### src/rtl/ex_muldiv_unit_pkg.sv
// Shared op encodings, FSM state type and small decode helpers for the EX-stage mul/div unit.
package ex_muldiv_unit_pkg;

  localparam int MD_OP_WD = 3;

  localparam logic [MD_OP_WD-1:0] MD_MULT  = 3'd0;
  localparam logic [MD_OP_WD-1:0] MD_MULTU = 3'd1;
  localparam logic [MD_OP_WD-1:0] MD_DIV   = 3'd2;
  localparam logic [MD_OP_WD-1:0] MD_DIVU  = 3'd3;
  localparam logic [MD_OP_WD-1:0] MD_MUL   = 3'd4;

  typedef enum logic [1:0] {
    ST_IDLE = 2'd0,
    ST_MUL  = 2'd1,
    ST_DIV  = 2'd2,
    ST_DONE = 2'd3
  } md_state_e;

  function automatic logic md_is_div(input logic [MD_OP_WD-1:0] op);
    return (op == MD_DIV) || (op == MD_DIVU);
  endfunction

  function automatic logic md_is_signed(input logic [MD_OP_WD-1:0] op);
    return (op == MD_MULT) || (op == MD_MUL) || (op == MD_DIV);
  endfunction

endpackage

### src/rtl/ex_muldiv_unit_if.sv
// EX <-> mul/div unit bus: operation request from EX, stall request and result back to EX/MEM.
interface ex_muldiv_unit_if #(parameter int WIDTH = 32);

  // Handshake: EX holds op_valid/op/src1/src2 steady while stallreq is high; the unit samples the
  // operands once on the accept edge. res_valid marks a result for the EX->MEM bus; it is held
  // (outputs stable) while pipe_stall is high and retires on the first edge with pipe_stall low.
  logic                                      op_valid;
  logic [ex_muldiv_unit_pkg::MD_OP_WD-1:0]   op;
  logic [WIDTH-1:0]                          src1;
  logic [WIDTH-1:0]                          src2;
  logic                                      flush;
  logic                                      pipe_stall;
  logic                                      stallreq;
  logic                                      res_valid;
  logic                                      hi_we;
  logic                                      lo_we;
  logic [WIDTH-1:0]                          hi_o;
  logic [WIDTH-1:0]                          lo_o;

  modport master (
    output op_valid, op, src1, src2, flush, pipe_stall,
    input  stallreq, res_valid, hi_we, lo_we, hi_o, lo_o
  );

  modport slave (
    input  op_valid, op, src1, src2, flush, pipe_stall,
    output stallreq, res_valid, hi_we, lo_we, hi_o, lo_o
  );

endinterface

### src/rtl/div_radix2_iter.sv
// Radix-2 restoring divider on operand magnitudes, one quotient bit per cycle after start,
// with sign fix-up applied to the quotient/remainder outputs.
module div_radix2_iter #(
    parameter int WIDTH = 32
) (
    input  logic             clk,
    input  logic             rst,
    input  logic             start,
    input  logic             signed_op,
    input  logic [WIDTH-1:0] dividend,
    input  logic [WIDTH-1:0] divisor,
    output logic             done,
    output logic [WIDTH-1:0] quotient,
    output logic [WIDTH-1:0] remainder
);

    localparam int STEP_W = $clog2(WIDTH + 1);
    localparam logic [STEP_W-1:0] STEP_LAST = STEP_W'(WIDTH - 1);

    logic              busy;
    logic [STEP_W-1:0] step;
    logic [WIDTH-1:0]  q;
    logic [WIDTH-1:0]  rem;
    logic [WIDTH-1:0]  d;
    logic              neg_q;
    logic              neg_r;

    logic             a_neg;
    logic             b_neg;
    logic [WIDTH-1:0] a_mag;
    logic [WIDTH-1:0] b_mag;
    logic [WIDTH:0]   shifted;
    logic [WIDTH:0]   diff;

    assign a_neg = signed_op & dividend[WIDTH-1];
    assign b_neg = signed_op & divisor[WIDTH-1];
    assign a_mag = a_neg ? (~dividend + 1'b1) : dividend;
    assign b_mag = b_neg ? (~divisor + 1'b1) : divisor;

    // Partial remainder shifted left by one with the next dividend bit; diff[WIDTH] is the borrow.
    assign shifted = {rem, q[WIDTH-1]};
    assign diff    = shifted - {1'b0, d};

    always_ff @(posedge clk or negedge rst) begin
        if (!rst) begin
            busy  <= 1'b0;
            step  <= '0;
            q     <= '0;
            rem   <= '0;
            d     <= '0;
            neg_q <= 1'b0;
            neg_r <= 1'b0;
        end else if (start) begin
            busy  <= 1'b1;
            step  <= '0;
            q     <= a_mag;
            rem   <= '0;
            d     <= b_mag;
            neg_q <= a_neg ^ b_neg;
            neg_r <= a_neg;
        end else if (busy) begin
            q    <= {q[WIDTH-2:0], ~diff[WIDTH]};
            rem  <= diff[WIDTH] ? shifted[WIDTH-1:0] : diff[WIDTH-1:0];
            step <= step + 1'b1;
            if (step == STEP_LAST) begin
                busy <= 1'b0;
            end
        end
    end

    assign done      = busy && (step == STEP_LAST);
    assign quotient  = neg_q ? (~q + 1'b1) : q;
    assign remainder = neg_r ? (~rem + 1'b1) : rem;

endmodule

### src/rtl/ex_muldiv_unit.sv
// Multi-cycle multiply/divide engine for the EX stage: MULT/MULTU/DIV/DIVU to HI/LO, MUL to GPR.
module ex_muldiv_unit
  import ex_muldiv_unit_pkg::*;
#(
    parameter int WIDTH      = 32,
    parameter int MUL_STAGES = 2
) (
    input  logic                 clk,
    input  logic                 rst,
    ex_muldiv_unit_if.slave      bus,
    output md_state_e            dbg_state
);

    localparam int CNT_W  = $clog2(WIDTH + 1);
    localparam int PIPE_N = (MUL_STAGES > 1) ? (MUL_STAGES - 1) : 1;
    localparam logic [CNT_W-1:0] MUL_LAST = CNT_W'(MUL_STAGES - 1);

    md_state_e             state;
    logic [CNT_W-1:0]      cnt;
    logic [MD_OP_WD-1:0]   op_r;
    logic [WIDTH-1:0]      res_hi;
    logic [WIDTH-1:0]      res_lo;
    logic                  res_from_div;

    logic                  accept;
    logic                  op_signed;
    logic [2*WIDTH-1:0]    mul_a;
    logic [2*WIDTH-1:0]    mul_b;
    logic [2*WIDTH-1:0]    mul_full;
    logic [2*WIDTH-1:0]    mul_tail;
    logic [2*WIDTH-1:0]    mul_pipe [PIPE_N];

    logic                  div_start;
    logic                  div_done;
    logic [WIDTH-1:0]      div_q;
    logic [WIDTH-1:0]      div_r;

    assign accept    = (state == ST_IDLE) && bus.op_valid && !bus.flush;
    assign op_signed = md_is_signed(bus.op);

    // Extending to 2*WIDTH first makes one unsigned multiply serve both signed and unsigned forms.
    assign mul_a    = {{WIDTH{op_signed & bus.src1[WIDTH-1]}}, bus.src1};
    assign mul_b    = {{WIDTH{op_signed & bus.src2[WIDTH-1]}}, bus.src2};
    assign mul_full = mul_a * mul_b;

    always_ff @(posedge clk or negedge rst) begin
        if (!rst) begin
            for (int k = 0; k < PIPE_N; k++) begin
                mul_pipe[k] <= '0;
            end
        end else begin
            mul_pipe[0] <= mul_full;
            for (int k = 1; k < PIPE_N; k++) begin
                mul_pipe[k] <= mul_pipe[k-1];
            end
        end
    end

    assign mul_tail = (MUL_STAGES > 1) ? mul_pipe[PIPE_N-1] : mul_full;

    assign div_start = accept && md_is_div(bus.op) && (bus.src2 != '0);

    div_radix2_iter #(
        .WIDTH(WIDTH)
    ) u_div (
        .clk       (clk),
        .rst       (rst),
        .start     (div_start),
        .signed_op (bus.op == MD_DIV),
        .dividend  (bus.src1),
        .divisor   (bus.src2),
        .done      (div_done),
        .quotient  (div_q),
        .remainder (div_r)
    );

    always_ff @(posedge clk or negedge rst) begin
        if (!rst) begin
            state        <= ST_IDLE;
            cnt          <= '0;
            op_r         <= MD_MULT;
            res_hi       <= '0;
            res_lo       <= '0;
            res_from_div <= 1'b0;
        end else if (bus.flush) begin
            state <= ST_IDLE;
            cnt   <= '0;
        end else begin
            case (state)
                ST_IDLE: begin
                    if (bus.op_valid) begin
                        op_r <= bus.op;
                        cnt  <= '0;
                        if (md_is_div(bus.op)) begin
                            if (bus.src2 == '0) begin
                                state        <= ST_DONE;
                                res_hi       <= bus.src1;
                                res_lo       <= '1;
                                res_from_div <= 1'b0;
                            end else begin
                                state        <= ST_DIV;
                                res_from_div <= 1'b1;
                            end
                        end else if (MUL_STAGES == 1) begin
                            state            <= ST_DONE;
                            {res_hi, res_lo} <= mul_tail;
                            res_from_div     <= 1'b0;
                        end else begin
                            state        <= ST_MUL;
                            cnt          <= CNT_W'(1);
                            res_from_div <= 1'b0;
                        end
                    end
                end
                ST_MUL: begin
                    if (cnt == MUL_LAST) begin
                        state            <= ST_DONE;
                        {res_hi, res_lo} <= mul_tail;
                    end else begin
                        cnt <= cnt + 1'b1;
                    end
                end
                ST_DIV: begin
                    cnt <= cnt + 1'b1;
                    if (div_done) begin
                        state <= ST_DONE;
                    end
                end
                ST_DONE: begin
                    if (!bus.pipe_stall) begin
                        state <= ST_IDLE;
                    end
                end
                default: state <= ST_IDLE;
            endcase
        end
    end

    assign bus.stallreq  = accept || (state == ST_MUL) || (state == ST_DIV);
    assign bus.res_valid = (state == ST_DONE);
    assign bus.hi_we     = bus.res_valid && (op_r != MD_MUL);
    assign bus.lo_we     = bus.hi_we;
    // Divider registers stop iterating once done, so they hold the result steady through DONE.
    assign bus.hi_o      = !bus.res_valid ? '0 : (res_from_div ? div_r : res_hi);
    assign bus.lo_o      = !bus.res_valid ? '0 : (res_from_div ? div_q : res_lo);
    assign dbg_state     = state;

endmodule

### src/flat_wrapper.sv
// flat-port wrapper written by rule: the top's interface ports become plain ports
module ex_muldiv_unit_flat import ex_muldiv_unit_pkg::*;
#(
    parameter int WIDTH      = 32,
    parameter int MUL_STAGES = 2
)
  (clk, rst, dbg_state, bus_op_valid, bus_op, bus_src1, bus_src2, bus_flush, bus_pipe_stall, bus_stallreq, bus_res_valid, bus_hi_we, bus_lo_we, bus_hi_o, bus_lo_o);
  ex_muldiv_unit_if #(.WIDTH(WIDTH)) bus_i ();
  input  logic clk;
  input  logic rst;
  output md_state_e dbg_state;
  input wire logic [$bits(bus_i.op_valid)-1:0] bus_op_valid;
  input wire logic [$bits(bus_i.op)-1:0] bus_op;
  input wire logic [$bits(bus_i.src1)-1:0] bus_src1;
  input wire logic [$bits(bus_i.src2)-1:0] bus_src2;
  input wire logic [$bits(bus_i.flush)-1:0] bus_flush;
  input wire logic [$bits(bus_i.pipe_stall)-1:0] bus_pipe_stall;
  output wire logic [$bits(bus_i.stallreq)-1:0] bus_stallreq;
  output wire logic [$bits(bus_i.res_valid)-1:0] bus_res_valid;
  output wire logic [$bits(bus_i.hi_we)-1:0] bus_hi_we;
  output wire logic [$bits(bus_i.lo_we)-1:0] bus_lo_we;
  output wire logic [$bits(bus_i.hi_o)-1:0] bus_hi_o;
  output wire logic [$bits(bus_i.lo_o)-1:0] bus_lo_o;
  assign bus_i.op_valid = bus_op_valid;
  assign bus_i.op = bus_op;
  assign bus_i.src1 = bus_src1;
  assign bus_i.src2 = bus_src2;
  assign bus_i.flush = bus_flush;
  assign bus_i.pipe_stall = bus_pipe_stall;
  assign bus_stallreq = bus_i.stallreq;
  assign bus_res_valid = bus_i.res_valid;
  assign bus_hi_we = bus_i.hi_we;
  assign bus_lo_we = bus_i.lo_we;
  assign bus_hi_o = bus_i.hi_o;
  assign bus_lo_o = bus_i.lo_o;
  ex_muldiv_unit #(.WIDTH(WIDTH), .MUL_STAGES(MUL_STAGES)) u_core (.clk(clk), .rst(rst), .bus(bus_i), .dbg_state(dbg_state));
endmodule
### config.mk
export PLATFORM = sky130hd
export DESIGN_NAME = ex_muldiv_unit_flat
export DESIGN_NICKNAME = d
export VERILOG_FILES = /design/src/rtl/ex_muldiv_unit_pkg.sv /design/src/rtl/ex_muldiv_unit_if.sv /design/src/rtl/div_radix2_iter.sv /design/src/rtl/ex_muldiv_unit.sv /design/src/flat_wrapper.sv
export SDC_FILE = /design/constraint.sdc
export NUM_CORES = 2
export LEC_CHECK = 0
export ABC_AREA = 1
export CORE_AREA = 2 2 311 313
export DETAILED_ROUTE_END_ITERATION = 6
export DIE_AREA = 0 0 313 315
export PLACE_DENSITY_LB_ADDON = 0.08
export SYNTH_ARGS = -nofsm -noshare
export SYNTH_HDL_FRONTEND = slang
export SYNTH_SLANG_ARGS = --single-unit
### constraint.sdc
create_clock -name clk -period 3.1 [get_ports clk]
set_input_delay 0.775 -clock clk [delete_from_list [all_inputs] [get_ports clk]]
set_output_delay 0.775 -clock clk [all_outputs]
set_load 0.05 [all_outputs]
Yosys cells after proc, flatten, opt, wreduce, memory -nomap -nowiden

Cells that the tools add are included.

Bits of input ports: 72
Word-level logic and storage cells: 117
Bits in registers: 245
Output and inout port bits: 70

Reduce and logical (&&, ||, !) cells: 23
Bitwise logic cells: 11
Eq/ne operators: 18
Mux-type cells: 43
Multiply operators: 1
Add/sub/neg operators: 7

Operator list:

| kind                                                   | number |
|---|---|
| 2-to-1 mux 32 bit                                      | 21 |
| adder 32 x 1 -> 32 bit (second input constant)         | 4 |
| inverter 32 bit                                        | 4 |
| one-hot mux 32 bit (2 select lines)                    | 2 |
| multiplier 33 x 33 -> 64 bit                           | 1 |
| subtractor 33 x 32 -> 33 bit                           | 1 |
| zero test 32 bit                                       | 1 |
| nonzero test 32 bit                                    | 1 |
| 2-to-1 mux 6 bit                                       | 5 |
| one-hot mux 6 bit (3 select lines)                     | 1 |
| adder 6 x 1 -> 6 bit (second input constant)           | 2 |
| 2-to-1 mux 2 bit                                       | 6 |
| inequality test 3 bit (second input constant)          | 4 |
| one-hot mux 2 bit (4 select lines)                     | 1 |
| 2-to-1 mux 1 bit                                       | 7 |
| == test 3 x 2 -> 1 bit (second input constant)         | 2 |
| == test 6 x 1 -> 1 bit (second input constant)         | 1 |
| == test 6 x 5 -> 1 bit (second input constant)         | 1 |
| logical AND 1 bit                                      | 6 |
| inequality test 2 bit (second input constant)          | 3 |
| inequality test 3 x 2 -> 1 bit (second input constant) | 2 |
| AND reduction 3 bit                                    | 2 |
| AND reduction 6 bit                                    | 1 |
| logical OR 1 bit                                       | 5 |
| 13 further kinds                                       | 19 |

Depth between registers and ports, before layout

Word-level depth: 6
Mapped depth: 34
Mapped depth without buffers: 32

Hierarchy

From an unflattened synthesis, not the netlist that was laid out.

Cells, all modules: 7545
Area, all modules: 56998.4 um2

By module, submodules not included:

| module          | times used | cells each | seq. area each (um2) | area each (um2) |
|---|---|---|---|---|
| ex_muldiv_unit  | 1          | 5766       | 3503.4               | 46390.7 |
| div_radix2_iter | 1          | 1779       | 2627.5               | 10607.7 |

Worst setup path after synthesis

OpenSTA, ideal clock, no wires.

Kind: input to register
Start point: input bus_op[0]
End point: register u_core.mul_pipe[62] (netlist name)
Data arrival time: 7.663 ns
Cell stages on the path: 27
Required time: 2.983 ns
Setup time: 0.117 ns
Path slack: -4.679 ns
Cells stage by stage: inv_1 -> nand2_1 -> buf_1 -> clkbuf_1 -> nor2_1 -> fa_1 -> fa_1 -> fa_1 -> fa_1 -> inv_1 -> fa_1 -> inv_1 -> fa_1 -> inv_1 -> fa_1 -> fa_1 -> inv_1 -> ha_1 -> nand2_1 -> nor2_1 -> inv_1 -> nor2_1 -> inv_1 -> nor4_1 -> nand2_1 -> nand3_1 -> nand2_1

Longest elaborated chain between the ends: 5

Ends and longest elaborated chain:

| element                                          | line                                       | text |
|---|---|---|
| from (decl)                                      | flat_wrapper.sv:13                         | `input wire logic [$bits(bus_i.op)-1:0] bus_op;` |
| == test 3 bit or zero test 3 bit (tied branches) | ex_muldiv_unit_pkg.sv:24                   | `return (op == MD_MULT) \|\| (op == MD_MUL) \|\| (op == MD_DIV);` |
| logical OR 1 bit                                 | ex_muldiv_unit_pkg.sv:24                   |  |
| logical OR 1 bit (*)                             | ex_muldiv_unit_pkg.sv:24                   |  |
| AND 1 bit, on equally long branches              | ex_muldiv_unit.sv:42, ex_muldiv_unit.sv:43 |  |
| multiplier 33 x 33 -> 64 bit (*)                 | ex_muldiv_unit.sv:44                       | `assign mul_full = mul_a * mul_b;` |
| via u_core.mul_full[62]                          | ex_muldiv_unit.sv:29                       | `logic [2*WIDTH-1:0] mul_full;` |
| to (signal, indexed assignment)                  | ex_muldiv_unit.sv:54                       | `mul_pipe[k] <= mul_pipe[k-1];` |
| to (decl)                                        | ex_muldiv_unit.sv:31                       | `logic [2*WIDTH-1:0] mul_pipe [PIPE_N];` |

Mark *: on every way through the listed nets, which the timed path passes. The rest lies on a longest branch.
A chain may end at the register's enable or synchronous reset.

Final worst setup path

Start point: input bus_src2[27]
End point: register u_core.mul_pipe[61] (netlist name)

Longest elaborated chain between the ends: 1

Ends and longest elaborated chain:

| element                      | line                 | text |
|---|---|---|
| from (decl)                  | flat_wrapper.sv:15   | `input wire logic [$bits(bus_i.src2)-1:0] bus_src2;` |
| multiplier 33 x 33 -> 64 bit | ex_muldiv_unit.sv:44 |  |
| via u_core.mul_full[61]      | ex_muldiv_unit.sv:29 |  |

The timed path passes the listed nets, and every way through them passes these cells.

==> impl_metrics.env <==
export IMPL_final_common_cell="nand2_1"
export IMPL_nets=9787
export IMPL_drt_pass1_iter_count=7
export IMPL_ctsHoldBuffers=0
export IMPL_portBuffers=141
export IMPL_cap_violations=0
export IMPL_synthArstFlopShare_pct=100
export IMPL_ys_types=54
export IMPL_syn_area_per_cell_um2=7.53
export IMPL_dpl_cell_count=9385
export IMPL_grt_first_pass_wirelength_um=337000
export IMPL_grt_antenna_before_repair=28
export IMPL_rr_endpoint="u_core.u_div.rem[3]"
export IMPL_period_needed_ns=7.19
export IMPL_avgRoutedWirePerCell_um=24.6
export IMPL_worstHoldPathType="in2async"
export IMPL_drive_gt1_share_pct=24.0
export IMPL_io_pins=142
export IMPL_tightest_slew_ns=0.633
export IMPL_area_growth_pct=30.4
export IMPL_skew_ns=0.0212
export IMPL_final_hold_viol_count=0
export IMPL_final_cells=9650
export IMPL_reg2reg_from="u_core.u_div.q[31]"
export IMPL_die_h_um=315
export IMPL_vias_per_cell=5.79
export IMPL_drc=1
export IMPL_worstPathRequired_ns=3.58
export IMPL_synth_top_family_by_area="adder cells"
export IMPL_ant_nets=0
export IMPL_clockBufferDepth=3
export IMPL_insertion_delay_ns=0.58
export IMPL_synth_edff_count=0
export IMPL_root_buffer="clkbuf_16"
export IMPL_gp_congestion=1.02
export IMPL_setup_slack_ns=-4.09
export IMPL_cts_clk_slew_worst_paths_ns=0.07
export IMPL_status="complete, but fails checks"
export IMPL_overflow=0
export IMPL_r2r_setup_slack_ns=0.31
export IMPL_place_hpwl_um=173000
export IMPL_violations="design-rule violations, negative setup slack"
export IMPL_groute_usage_overall_pct=46.0
export IMPL_num_rows=114
export IMPL_synth_compound_area_share_pct=5.50
export IMPL_die_w_um=313
export IMPL_drtIter0Drc=6053
export IMPL_grt_max_degree=121
export IMPL_design_core_area_um2=95700
export IMPL_path_class="in2reg"
export IMPL_synth_seq_cells=245
export IMPL_yosys_area_share_adder_pct=45.4
export IMPL_final_util_pct=77.1
export IMPL_cts_tree="yes"
export IMPL_crit_path_max_fanout=13
export IMPL_synth_warnings=0
export IMPL_final_cell_mix="nand2_1, inv_1, fa_1"
export IMPL_arrival_ns=7.66
export IMPL_final_fill_count=6528
export IMPL_synth_cells=7519
export IMPL_grt_setup_unrepaired="yes"
export IMPL_synth_xor_xnor_area_share_pct=1.64
export IMPL_wirelength_um=237000
export IMPL_period_share_pct=232
export IMPL_synthMuxAreaShare_pct=0.194
export IMPL_slew_viol_final=0
export IMPL_fin_tns_setup_ns=-213.59
export IMPL_startpoint_type="primary input"
export IMPL_synth_top_area_share_pct=39.8
export IMPL_finalSetupViolCount=110
export IMPL_cts_sinks=245
export IMPL_reg2reg_depth=17
export IMPL_syn_num_nets=8972
export IMPL_max_slew_margin_pct=57.3
export IMPL_netlist_area_um2=56600
export IMPL_endpoint_kind="flop"
export IMPL_synth_area_leaders="fa_1, nand2_1, inv_1"
export IMPL_place_ws_ns=-5.41
export IMPL_synth_top_area_cell="fa_1"
export IMPL_grt_pass1_vias=57000
export IMPL_ys_seq_area_share_pct=10.8
export IMPL_max_freq_mhz=139
export IMPL_yosys_area_share_simple_pct=21.2
export IMPL_cts_max_level=1
export IMPL_die_area_um2=98600
export IMPL_synthFlopType="dfrtp_1"
export IMPL_via_count=55900
export IMPL_cts_inserted_buffers=26
export IMPL_start_util_pct=59.2
==> routing by layer <==
layer | wire [µm] | vias up | track usage (%)
li1 | - | 23500 | -
met1 | 79800 | 26900 | 55.4
met2 | 101000 | 3962 | 71.1
met3 | 31400 | 1535 | 13.6
met4 | 24600 | 24 | 32.8
met5 | 284 | - | 0
==> cells by family after synthesis <==
family | Yosys count
XOR/XNOR | 106
AO/OA/AOI/OAI | 569
buffers and inverters | 2243
multiplexers | 11
AND/OR/NAND/NOR | 2964
adder cells (fa/ha/maj) | 1381
flip-flops | 245
==> synth_stat cells, types with 2 or more instances <==
| cell type | n |
|---|---|
| a31oi_1 | 30 |
| inv_1 | 1880 |
| nor3_1 | 45 |
| o21a_1 | 4 |
| dfrtp_1 | 245 |
| o211ai_1 | 26 |
| fa_1 | 1126 |
| a21o_1 | 8 |
| o21ai_1 | 86 |
| nor2_1 | 440 |
| nor4_1 | 6 |
| and2_1 | 5 |
| buf_4 | 17 |
| ha_1 | 255 |
| clkinv_1 | 4 |
| nor3_4 | 2 |
| nand2_2 | 8 |
| xor2_1 | 74 |
| or2_2 | 2 |
| o22ai_1 | 2 |
| nand3b_1 | 18 |
| nor2_2 | 7 |
| buf_1 | 75 |
| o21bai_1 | 24 |
| clkbuf_1 | 198 |
| nor2_4 | 3 |
| nand3_1 | 309 |
| mux2i_1 | 11 |
| o211ai_2 | 6 |
| nand2_1 | 2060 |
| buf_2 | 49 |
| a21oi_1 | 161 |
| a21boi_0 | 2 |
| buf_6 | 11 |
| nand2_4 | 3 |
| xnor2_1 | 32 |
| nand4_1 | 44 |
| inv_2 | 7 |
| nor3b_1 | 2 |
| o21ai_0 | 214 |
| a21oi_2 | 2 |
| nor2_8 | 3 |
| nand3_2 | 2 |
==> layout make-up <==
cell class,instances,area [µm²],area share (%)
Sequential cell,245,6140,8.32
Antenna cell,21,52.6,0.0712
Timing Repair Buffer,1136,12100,16.3
Inverter,1892,7160,9.69
Clock inverter,14,156,0.212
Multi-Input combinational cell,5032,45900,62.2
Clock buffer,33,737,0.998
Tap cell,1276,1600,2.16
Timing Repair inverter,1,7.51,0.0102
==> timing repair <==
action	4_1_cts	5_1_grt
pin swaps	233	267
gates cloned	23	4
setup buffers	97	80
resized for setup	759	479
setup endpoints to repair	166	118
==> flip-flops by register name (all words and copies together), names as in the netlist, 2 cells and up <==
| register | count |
|---|---|
| u_core.op_r | 3 |
| u_core.cnt | 6 |
| u_core.res_hi | 32 |
| u_core.mul_pipe | 64 |
| u_core.u_div.step | 6 |
| u_core.u_div.rem | 32 |
| u_core.res_lo | 32 |
| u_core.u_div.d | 32 |
| u_core.dbg_state | 2 |
| u_core.u_div.q | 32 |
==> worst max-delay path by stage <==
stage	from	end	slack [ns]	cells after the start
detailed placement	bus_op[2]	u_core.mul_pipe[37]	-5.41	28
global placement	bus_op[2]	u_core.mul_pipe[37]	-5.44	28
CTS	bus_src1[31]	u_core.mul_pipe[59]	-3.73	30
global route	bus_src2[16]	u_core.mul_pipe[61]	-4.19	27
floorplan	bus_op[2]	u_core.mul_pipe[62]	-4.08	27
finish	bus_src2[27]	u_core.mul_pipe[61]	-4.09	27
==> stage by stage <==
| step | area, µm² | hold slack (ns) |
|---|---|---|
| after floorplan | 59100 | 0.449 |
| after global placement | 66800 | 0.466 |
| after detailed placement | 66800 | 0.474 |
| after CTS | 71400 | 0.111 |
| after global routing | 73800 | 0.113 |
| final | 73800 | 0.0932 |
==> critical path, stage by stage <==
cell and delay [ns]:
dlygate4sd2_1 0.28, buf_12 0.17, buf_4 0.16, nand2_1 0.09, inv_1 0.10, fa_1 0.59
inv_1 0.07, fa_1 0.57, fa_1 0.46, fa_1 0.51, fa_2 0.79, fa_2 0.55
fa_1 0.53, fa_1 0.55, inv_2 0.05, ha_4 0.25, nand2_1 0.07, nand2_1 0.09
buf_4 0.15, a21oi_4 0.17, buf_6 0.13, o21ai_4 0.06, buf_6 0.13, o21ai_2 0.15
nand3_1 0.09, nand2_1 0.06, nand2_1 0.04
Power is not shown: default switching activity piles up to over one toggle a cycle in this logic, so the estimate is an artifact.
